## src/rtl/mux_pipe.sv

```systemverilog
// N-to-1 channel mux with a two-entry skid buffer on a valid/ready stream.
// in_ready and out_valid are flops, so there is no combinational path from out_ready back upstream.
module mux_pipe #(
    parameter int WIDTH = 32,
    parameter int N = 4,
    localparam int SEL_W = (N > 2) ? $clog2(N) : 1
) (
    input  logic                 clock,
    input  logic                 reset,
    input  logic [N*WIDTH-1:0]   data_in,
    input  logic [SEL_W-1:0]     selector,
    input  logic                 in_valid,
    output logic                 in_ready,
    output logic [WIDTH-1:0]     out,
    output logic                 out_sel_err,
    output logic                 out_valid,
    input  logic                 out_ready
);

    typedef enum logic [1:0] {
        S_EMPTY = 2'd0,
        S_ONE   = 2'd1,
        S_FULL  = 2'd2
    } state_t;

    state_t state, state_nx;

    logic             acc, drn;
    logic             load_new, load_skid, skid_to_main;
    logic [WIDTH:0]   pick_p0;
    logic [WIDTH-1:0] skid_data_p1;
    logic             skid_err_p1;

    // Returns {err, word}; an out-of-range selector yields a zero word with err set.
    function automatic logic [WIDTH:0] pick(input logic [N*WIDTH-1:0] d,
                                            input logic [SEL_W-1:0] s);
        logic [WIDTH:0] r;
        r = {1'b1, {WIDTH{1'b0}}};
        for (int k = 0; k < N; k++) begin
            if (int'(s) == k) begin
                r = {1'b0, d[k*WIDTH +: WIDTH]};
            end
        end
        return r;
    endfunction

    // Stage p0: channel selection on the incoming word
    assign pick_p0 = pick(data_in, selector);

    assign acc = in_valid & in_ready;
    assign drn = out_valid & out_ready;

    always_comb begin
        state_nx     = state;
        load_new     = 1'b0;
        load_skid    = 1'b0;
        skid_to_main = 1'b0;
        case (state)
            S_EMPTY: begin
                if (acc) begin
                    state_nx = S_ONE;
                    load_new = 1'b1;
                end
            end
            S_ONE: begin
                if (acc && drn) begin
                    load_new = 1'b1;
                end else if (acc) begin
                    state_nx  = S_FULL;
                    load_skid = 1'b1;
                end else if (drn) begin
                    state_nx = S_EMPTY;
                end
            end
            S_FULL: begin
                // in_ready is low here, so only a drain can happen
                if (drn) begin
                    state_nx     = S_ONE;
                    skid_to_main = 1'b1;
                end
            end
            default: state_nx = S_EMPTY;
        endcase
    end

    always_ff @(posedge clock or posedge reset) begin
        if (reset) begin
            state     <= S_EMPTY;
            in_ready  <= 1'b1;
            out_valid <= 1'b0;
        end else begin
            state     <= state_nx;
            in_ready  <= (state_nx != S_FULL);
            out_valid <= (state_nx != S_EMPTY);
        end
    end

    // Stage p1: skid entry, only meaningful while FULL
    always_ff @(posedge clock) begin
        if (load_skid) begin
            skid_data_p1 <= pick_p0[WIDTH-1:0];
            skid_err_p1  <= pick_p0[WIDTH];
        end
    end

    // Stage p1: main entry drives the output directly
    always_ff @(posedge clock or posedge reset) begin
        if (reset) begin
            out         <= '0;
            out_sel_err <= 1'b0;
        end else if (load_new) begin
            out         <= pick_p0[WIDTH-1:0];
            out_sel_err <= pick_p0[WIDTH];
        end else if (skid_to_main) begin
            out         <= skid_data_p1;
            out_sel_err <= skid_err_p1;
        end
    end

endmodule

```

## config.mk

```make
export PLATFORM = sky130hd
export DESIGN_NAME = mux_pipe
export DESIGN_NICKNAME = d
export VERILOG_FILES = /design/src/rtl/mux_pipe.sv
export SDC_FILE = /design/constraint.sdc
export NUM_CORES = 1
export LEC_CHECK = 0
export ABC_AREA = 1
export CORE_AREA = 2 2 93 184
export CTS_BUF_LIST = sky130_fd_sc_hd__clkbuf_4 sky130_fd_sc_hd__clkbuf_8
export CTS_CLUSTER_DIAMETER = 150
export DETAILED_ROUTE_END_ITERATION = 8
export DIE_AREA = 0 0 95 186
export PLACE_DENSITY_LB_ADDON = 0.25
export SLEW_MARGIN = 0
export SYNTH_ARGS = -nofsm -noshare
export SYNTH_HDL_FRONTEND = slang
export SYNTH_SLANG_ARGS = --single-unit
```

## constraint.sdc

```tcl
create_clock -name clock -period 3.1 [get_ports clock]
set_clock_uncertainty 0.2 [all_clocks]
set_input_delay 0.62 -clock clock [delete_from_list [all_inputs] [get_ports clock]]
set_output_delay 0.62 -clock clock [all_outputs]
set_load 0.05 [all_outputs]
```

# After elaboration in Yosys (flattened, before gate mapping)
# Index checks and enable logic that the tools add are counted.
[classes] muxes=21 bitwise=2 n_reduce_logical=5 n_eq_ne=6
[ops] op="2-to-1 mux 33 bit" n=4
[ops] op="2-to-1 mux 32 bit" n=2
[ops] op="2-to-1 mux 2 bit" n=5
[ops] op="2-to-1 mux 1 bit" n=8
[ops] op="equality test 2 bit (second input constant)" n=3
[ops] op="case mux 2 bit (3 select lines)" n=1
[ops] op="equality test 2 x 1 -> 1 bit (second input constant)" n=2
[ops] op="logical NOT 2 bit" n=2
[ops] op="nonzero test 2 bit" n=2
[ops] op="bitwise AND 1 bit" n=2
[ops] op="!= test 2 bit (second input constant)" n=1
[ops] op="case mux 1 bit (2 select lines)" n=1
[ops] op="logical AND 1 bit" n=1
[totals] word_cells=41 regBits=70 output_inout_bits=35

# Logic depth before layout (Yosys ltp)
# Gate-level depths: netlist of run 1.
[logic_depth] depth_word=6 mapped_depth=9

# Worst setup path before layout of run 1
# No wires, ideal clock.
[synth_path] path_kind="reg2reg" start="reg in_ready" end="reg skid_data_p1[0] (enable)" path_buffers=0 setup_slack_ns=0.093 path_stages_with_launch=5 setup_ns=0.425 required_time_ns=2.475 arrival_time_ns=2.382 path_cell_list="dfstp_2 nand2_1 inv_1 nand2_1 nor2_1"
[synth_between] elab_chain_cells=4
[synth_lines] element="start: declaration" line_no="13" text="output logic in_ready,"
[synth_lines] element="start signal: assignment" line_no="93" text="in_ready <= (state_nx != S_FULL);"
[synth_lines] element="bitwise AND 1 bit *" line_no="50" text="assign acc = in_valid & in_ready;"
[synth_lines] element="2-to-1 mux 1 bit / logical AND 1 bit (equally long branches)" line_no="68, 66"
[synth_lines] element="2-to-1 mux 1 bit *" line_no="66" text="if (acc && drn) begin"
[synth_lines] element="2-to-1 mux 1 bit *" line_no="58" text="case (state)"
[synth_lines] element="via load_skid" line_no="29" text="logic load_new, load_skid, skid_to_main;"
[synth_lines] element="end signal: assignment" line_no="101" text="skid_data_p1 <= pick_p0[WIDTH-1:0];"
[synth_lines] element="end: declaration" line_no="31" text="logic [WIDTH-1:0] skid_data_p1;"
# Mark *: on every way through the listed nets, which the timed path passes. The rest lies on a longest branch.
# A chain may end at the register's enable or synchronous reset.

# Final worst setup path of run 1
[layout_path] start="reg in_ready" end="out in_ready"
# No word-level cell between the ends.

==> impl_metrics.py, run 1 <==
metrics = {
    "timing": {
        "max_slew.worst_pin.slew_ns": 0.883,
        "max_freq_mhz": 399,
        "slew_headroom_pct": 41.0,
        "maxSlewViolCount": 0,
        "layout_min_cycle_time_ns": 2.50,
        "setup_tns_ns": 0,
        "finalSetupViolations": 0,
        "period_share_pct": 80.8,
        "finalHoldViolations": 0,
        "grt_setup_unrepaired": "false",
    },
    "cts": {
        "cts_buffers": 9,
        "post_cts_buffers": 0,
        "cts_tree": "done",
        "clk_pin_slew_ns": 0.08,
        "insertion_delay_ns": 0.36,
        "ctsResizeCount": 0,
        "cts_root_buf": "clkbuf_8",
        "clock_sinks": 70,
        "ctsHoldBuffers": 0,
        "htreeDepth": 3,
        "ctsLongestPathBuffers": 2,
    },
    "yosys": {
        "synth.area.top_cells": "edfxtp_1 25%, dfrtp_1 23%, nand2_1 16%",
        "avgSynthCellArea_sq_um": 7.80,
        "syn_nets": 643,
        "yosysWarnings": 0,
        "synth-seq-cells": 70,
        "ys_seq_area_share_pct": 48.3,
        "ys_types": 29,
        "synth_top_area_share_pct": 25.0,
        "synth_cells": 509,
        "netlist_area_sq_um": 3970,
        "yosys.area.top_type": "edfxtp_1",
    },
    "die": {
        "die_area_sq_um": 17700,
        "ios": 169,
        "rows": 66,
        "die_h_microns": 186,
        "die_w_microns": 95,
        "core_area_sq_um": 16300,
        "start_util_pct": 24.4,
    },
    "final_layout": {
        "nets": 799,
        "diodes": 0,
        "layout-area-overhead-vs-synth_pct": 52.6,
        "drive_above_1_share_pct": 7.31,
        "final_cell_area_sq_um": 6060,
    },
    "setup_path": {
        "ff2ff_setup_slack_ns": 1.19,
        "cp_max_fo": 2,
        "critPathMaxStageDelay_ns": 0.79,
        "critical-path-top-delay-family": "buffers and inverters",
        "required_ns": 2.28,
        "reg2reg_to": "out[2]",
        "reg2reg_depth": 7,
        "worstSetupPathType": "reg -> out",
        "arrival_ns": 1.68,
        "cp-end-kind": "output pin",
        "reg2reg_from": "out_valid",
        "path_cells": "clkdlybuf4s50_1",
        "cp.buffers_inverters": 1,
        "start_kind": "flip-flop",
        "cp_slowest_cell": "clkdlybuf4s50_1",
    },
    "place": {
        "io_buffers": 168,
        "dpl.hpwl_mm": 10.2,
        "finalWeightedCongestion": 0.762,
        "place_area_sq_um": 5790,
    },
    "routing": {
        "vias": 3892,
        "drcViolationCount": 0,
        "dr.pass1.iters": 6,
        "routed_wl_mm": 13.6,
        "drtIter0Drc": 169,
        "wl_per_cell_microns": 15.6,
        "vias_per_cell": 4.45,
        "postRouteAntennaNets": 0,
    },
    "worst_hold_path": {
        "hold_path_end": "out_sel_err",
        "hp-start": "skid_err_p1",
        "worstHoldPathCells": 2,
        "hp-class": "reg -> reg",
    },
    "run_status": {
        "outcome": "completed",
    },
    "power": {
        "power_density_nw_per_um2": 794,
        "power_leakage_nw": 2.63,
        "ir_worst_vdd_v": 0.000297,
    },
    "flow_run": {
        "maxCapViolCount": 0,
    },
    "global_routing": {
        "grt_max_degree": 38,
        "grt_pass1_vias": 3904,
        "grt_pass1_wl_mm": 20.0,
        "grt_use_total_pct": 15.3,
        "gr-total-overflow": 0,
        "antenna_found_initial": 0,
    },
}
[metal layers]
| metal | GRT usage [%] | routed length (microns) | up-vias |
|---|---|---|---|
| li1 | - | - | 1952 |
| met1 | 15.9 | 4980 | 1789 |
| met2 | 29.4 | 7620 | 130 |
| met3 | 2.23 | 656 | 21 |
| met4 | 7.07 | 353 | 0 |
| met5 | 0 | 0 | - |
[logic make-up after synthesis]
| logic type | share of synthesized area, % |
|---|---|
| other cells | 0.0945 |
| buf+inv | 9.58 |
| compound gates | 9.20 |
| flops | 48.3 |
| simple gates | 32.8 |
[flip-flops by register name, indices dropped and copies added (netlist names)]
name and cells:
state 2, skid_data_p1 32, skid_err_p1 1, in_ready 1
out_sel_err 1, out 32, out_valid 1
[cells in the mapped netlist]
library cell	count
inv_1	48
and2_1	4
o21ai_0	41
buf_2	9
nor2_2	2
nor2_4	2
nand3_1	68
o21a_1	8
nor2_1	18
buf_6	4
conb_1	1
nand2_4	1
nand2_1	168
clkbuf_2	1
dfstp_2	1
nand3_4	1
o21ai_1	1
clkbuf_1	9
o211ai_1	12
a21oi_1	1
inv_2	5
nand2_2	3
or2_2	7
or2_1	6
dfrtp_1	36
nand4_1	6
buf_4	7
or2_0	6
edfxtp_1	33
[how the worst max path moves through the flow]
stage / startpoint / endpoint / slack (ns) / depth (start not counted)
final: in_ready / in_ready / 0.60 / 1
after global routing: in_ready / in_ready / 0.55 / 1
after CTS: in_ready / in_ready / 0.57 / 1
after detailed placement: out_ready / out_valid / 0.48 / 7
after global placement: out_ready / out_valid / 0.52 / 7
after floorplan: in_ready / skid_data_p1[0] / 0.09 / 4
[where the power goes]
| group | internal, mW | total (mW) | switching, mW |
|---|---|---|---|
| sequential | 1.31 | 1.48 | 0.165 |
| combinational | 0.806 | 2.34 | 1.53 |
| clock | 0.620 | 0.993 | 0.373 |
| total | 2.74 | 4.81 | 2.07 |
[cell usage in the layout, fill, tap and decap left out]
cell type and count:
o211ai_1 12, inv_1 47, inv_2 6, o21ai_1 1
dfstp_2 1, nor2_4 3, and2_1 4, clkinv_4 1
or2_1 6, nand3_4 1, bufinv_16 4, nand2_1 168
a21oi_1 1, nand2_2 3, clkbuf_8 9, nand3_1 68
buf_4 6, buf_2 2, nand4_1 6, inv_6 1
conb_1 1, o21ai_0 41, nand2_4 1, nor2_2 2
buf_12 1, clkdlybuf4s50_1 166, or2_0 6, clkinvlp_4 1
o21a_1 8, edfxtp_1 33, or2_2 7, nor2_1 17
dfrtp_1 36
[metrics by stage]
step	hold slack, ns	cells	utilization [%]	setup WS (ns)	power, mW
detailed placement	0.241	858	35.6	0.485	3.87
global route	0.304	874	37.2	0.551	5.08
floorplan	0.225	509	-	0.0926	2.97
global placement	0.234	858	35.6	0.523	3.85
finish	0.248	874	37.2	0.597	4.81
CTS	0.254	874	37.2	0.570	4.87
[cell type report]
| type | instances | area [sq um] |
|---|---|---|
| multi-input combinational | 356 | 1680 |
| clock buffer | 9 | 124 |
| tap | 204 | 255 |
| sequential | 70 | 1920 |
| timing repair buffer | 175 | 1740 |
| clock inverter | 7 | 145 |
| fill | 1662 | 10200 |
| inverter | 53 | 199 |
No activity file was read; power rests on OpenSTA's default activity.
==> run 2: changes to the inputs <==
- clock period: 3.1 -> 2.1 ns (I/O delays scaled with it)
==> run 2 against run 1 <==
Compared with the run above: via count fell by 0.41%; die area did not move; core utilization increased by 0.17 points; register-to-register slack got worse by 0.77 ns; sequential share of layout area decreased by 0.14 points; non-clock buffer count grew 9; final cell count grew 1.3%; design area rose by 0.45%; critical path type unchanged; largest cell class unchanged; highest routed layer unchanged.
==> impl_metrics.py, run 2 (same netlist as run 1, synthesis figures left out) <==
metrics = {
    "cts": {
        "clock_sinks": 70,
        "insertion_delay_ns": 0.36,
        "ctsResizeCount": 1,
        "ctsLongestPathBuffers": 2,
        "htreeDepth": 3,
        "cts_root_buf": "clkbuf_8",
        "cts_buffers": 9,
        "ctsHoldBuffers": 0,
        "post_cts_buffers": 0,
        "clk_pin_slew_ns": 0.09,
        "cts_tree": "done",
    },
    "routing": {
        "vias_per_cell": 4.38,
        "dr.pass1.iters": 4,
        "drcViolationCount": 0,
        "wl_per_cell_microns": 15.5,
        "vias": 3876,
        "routed_wl_mm": 13.7,
        "postRouteAntennaNets": 0,
        "drtIter0Drc": 153,
    },
    "setup_path": {
        "cp_slowest_cell": "dlygate4sd2_1",
        "reg2reg_from": "in_ready",
        "reg2reg_depth": 5,
        "arrival_ns": 1.24,
        "reg2reg_to": "skid_data_p1[19]",
        "cp_max_fo": 2,
        "critical-path-top-delay-family": "buffers and inverters",
        "start_kind": "flip-flop",
        "required_ns": 1.48,
        "worstSetupPathType": "reg -> out",
        "cp-end-kind": "output pin",
        "cp.buffers_inverters": 1,
        "critPathMaxStageDelay_ns": 0.52,
        "ff2ff_setup_slack_ns": 0.42,
        "path_cells": "dlygate4sd2_1",
    },
    "timing": {
        "period_share_pct": 88.6,
        "maxSlewViolCount": 0,
        "max_slew.worst_pin.slew_ns": 0.512,
        "finalHoldViolations": 0,
        "slew_headroom_pct": 65.9,
        "setup_slack_ns": 0.240,
        "max_freq_mhz": 538,
        "finalSetupViolations": 0,
        "layout_min_cycle_time_ns": 1.86,
        "grt_setup_unrepaired": "false",
        "setup_tns_ns": 0,
    },
    "worst_hold_path": {
        "hp-class": "in -> async",
    },
    "die": {
        "die_h_microns": 186,
        "ios": 169,
        "core_area_sq_um": 16300,
        "die_area_sq_um": 17700,
        "start_util_pct": 24.4,
        "die_w_microns": 95,
        "rows": 66,
    },
    "power": {
        "total_power_mw": 6.89,
        "power_density_nw_per_um2": 1130,
        "power_leakage_nw": 2.71,
        "ir_worst_vdd_v": 0.000517,
    },
    "final_layout": {
        "layout_common_cells": "168 x nand2_1, 131 x clkdlybuf4s50_1, 68 x nand3_1",
        "drive_above_1_share_pct": 13.5,
        "utilization_pct": 37.4,
        "layout-area-overhead-vs-synth_pct": 53.3,
        "nets": 808,
        "largestRegisters": "out x32, skid_data_p1 x32, state x2",
        "final_common_cell": "nand2_1",
        "layoutNonFillerInstCount": 885,
        "n_fill_cell": 1687,
    },
    "place": {
        "preCtsSetupSlack_ns": 0.0315,
        "finalWeightedCongestion": 0.795,
        "dpl.hpwl_mm": 10.4,
        "dp_cells": 867,
        "io_buffers": 168,
    },
    "global_routing": {
        "grt_use_total_pct": 15.7,
        "grt_pass1_vias": 3830,
        "gr-total-overflow": 0,
        "grt_pass1_wl_mm": 20.4,
        "grt_max_degree": 38,
        "antenna_found_initial": 2,
    },
    "flow_run": {
        "maxCapViolCount": 0,
    },
    "run_status": {
        "outcome": "completed",
    },
}
## run 2: changes by cell type in the layout (fill, tap and decap cells not counted), moves of 2 or more
cell	previous run	this run
bufinv_16	4	2
clkdlybuf4s50_1	166	131
buf_4	6	42
diode_2	0	2
clkinvlp_4	1	4
buf_12	1	8
## run 2: stage by stage
| stage | hold WS (ns) | instance area (sq um) |
|---|---|---|
| 6_report | 0.197 | 6080 |
| 4_1_cts | 0.201 | 6080 |
| 3_3_place_gp | 0.253 | 5860 |
| 5_1_grt | 0.225 | 6080 |
| 2_1_floorplan | 0.225 | 3980 |
| 3_5_place_dp | 0.251 | 5860 |
## run 2: layer usage
metal | vias up | share of wire, % | track usage, % | wire, microns
li1 | 1970 | - | - | -
met1 | 1754 | 37 | 16.5 | 5140
met2 | 127 | 54 | 28.2 | 7370
met3 | 25 | 5.0 | 3.12 | 682
met4 | 0 | 4.0 | 8.99 | 544
met5 | - | 0 | 0 | 0
## run 2: power by group
part | leakage, nW | internal (mW) | switching [mW]
Combinational | 1.87 | 1.18 | 2.29
Clock | 0.0977 | 0.670 | 0.567
Sequential | 0.745 | 1.93 | 0.251
Total | 2.71 | 3.79 | 3.11
## run 2: worst max-delay path by stage
stage | to | slack [ns] | cells past startpoint | start
after floorplan | skid_data_p1[0] | 0.004 | 4 | in_ready
after global placement | out_valid | 0.03 | 7 | out_ready
after detailed placement | out_valid | 0.03 | 7 | out_ready
after CTS | out[26] | 0.21 | 1 | out[26]
after global routing | out[26] | 0.19 | 1 | out[26]
final | out[26] | 0.24 | 1 | out[26]
## run 2: final cells by class
| cell class | instances | area, sq um | area share [%] |
|---|---|---|---|
| diodes | 2 | 5.00 | 0.0823 |
| clock buffers | 9 | 124 | 2.04 |
| clock inverters | 7 | 98.8 | 1.62 |
| inverters | 53 | 199 | 3.27 |
| multi-input cells | 356 | 1680 | 27.6 |
| flip-flops and latches | 70 | 1920 | 31.5 |
| well taps | 204 | 255 | 4.19 |
| repair buffers | 184 | 1810 | 29.7 |
==> run 3: changes to the inputs <==
- CTS_CLUSTER_DIAMETER: 150 -> 100
==> results of run 3 <==
No change in the layout: final DEF, timing and power equal those of run 2.
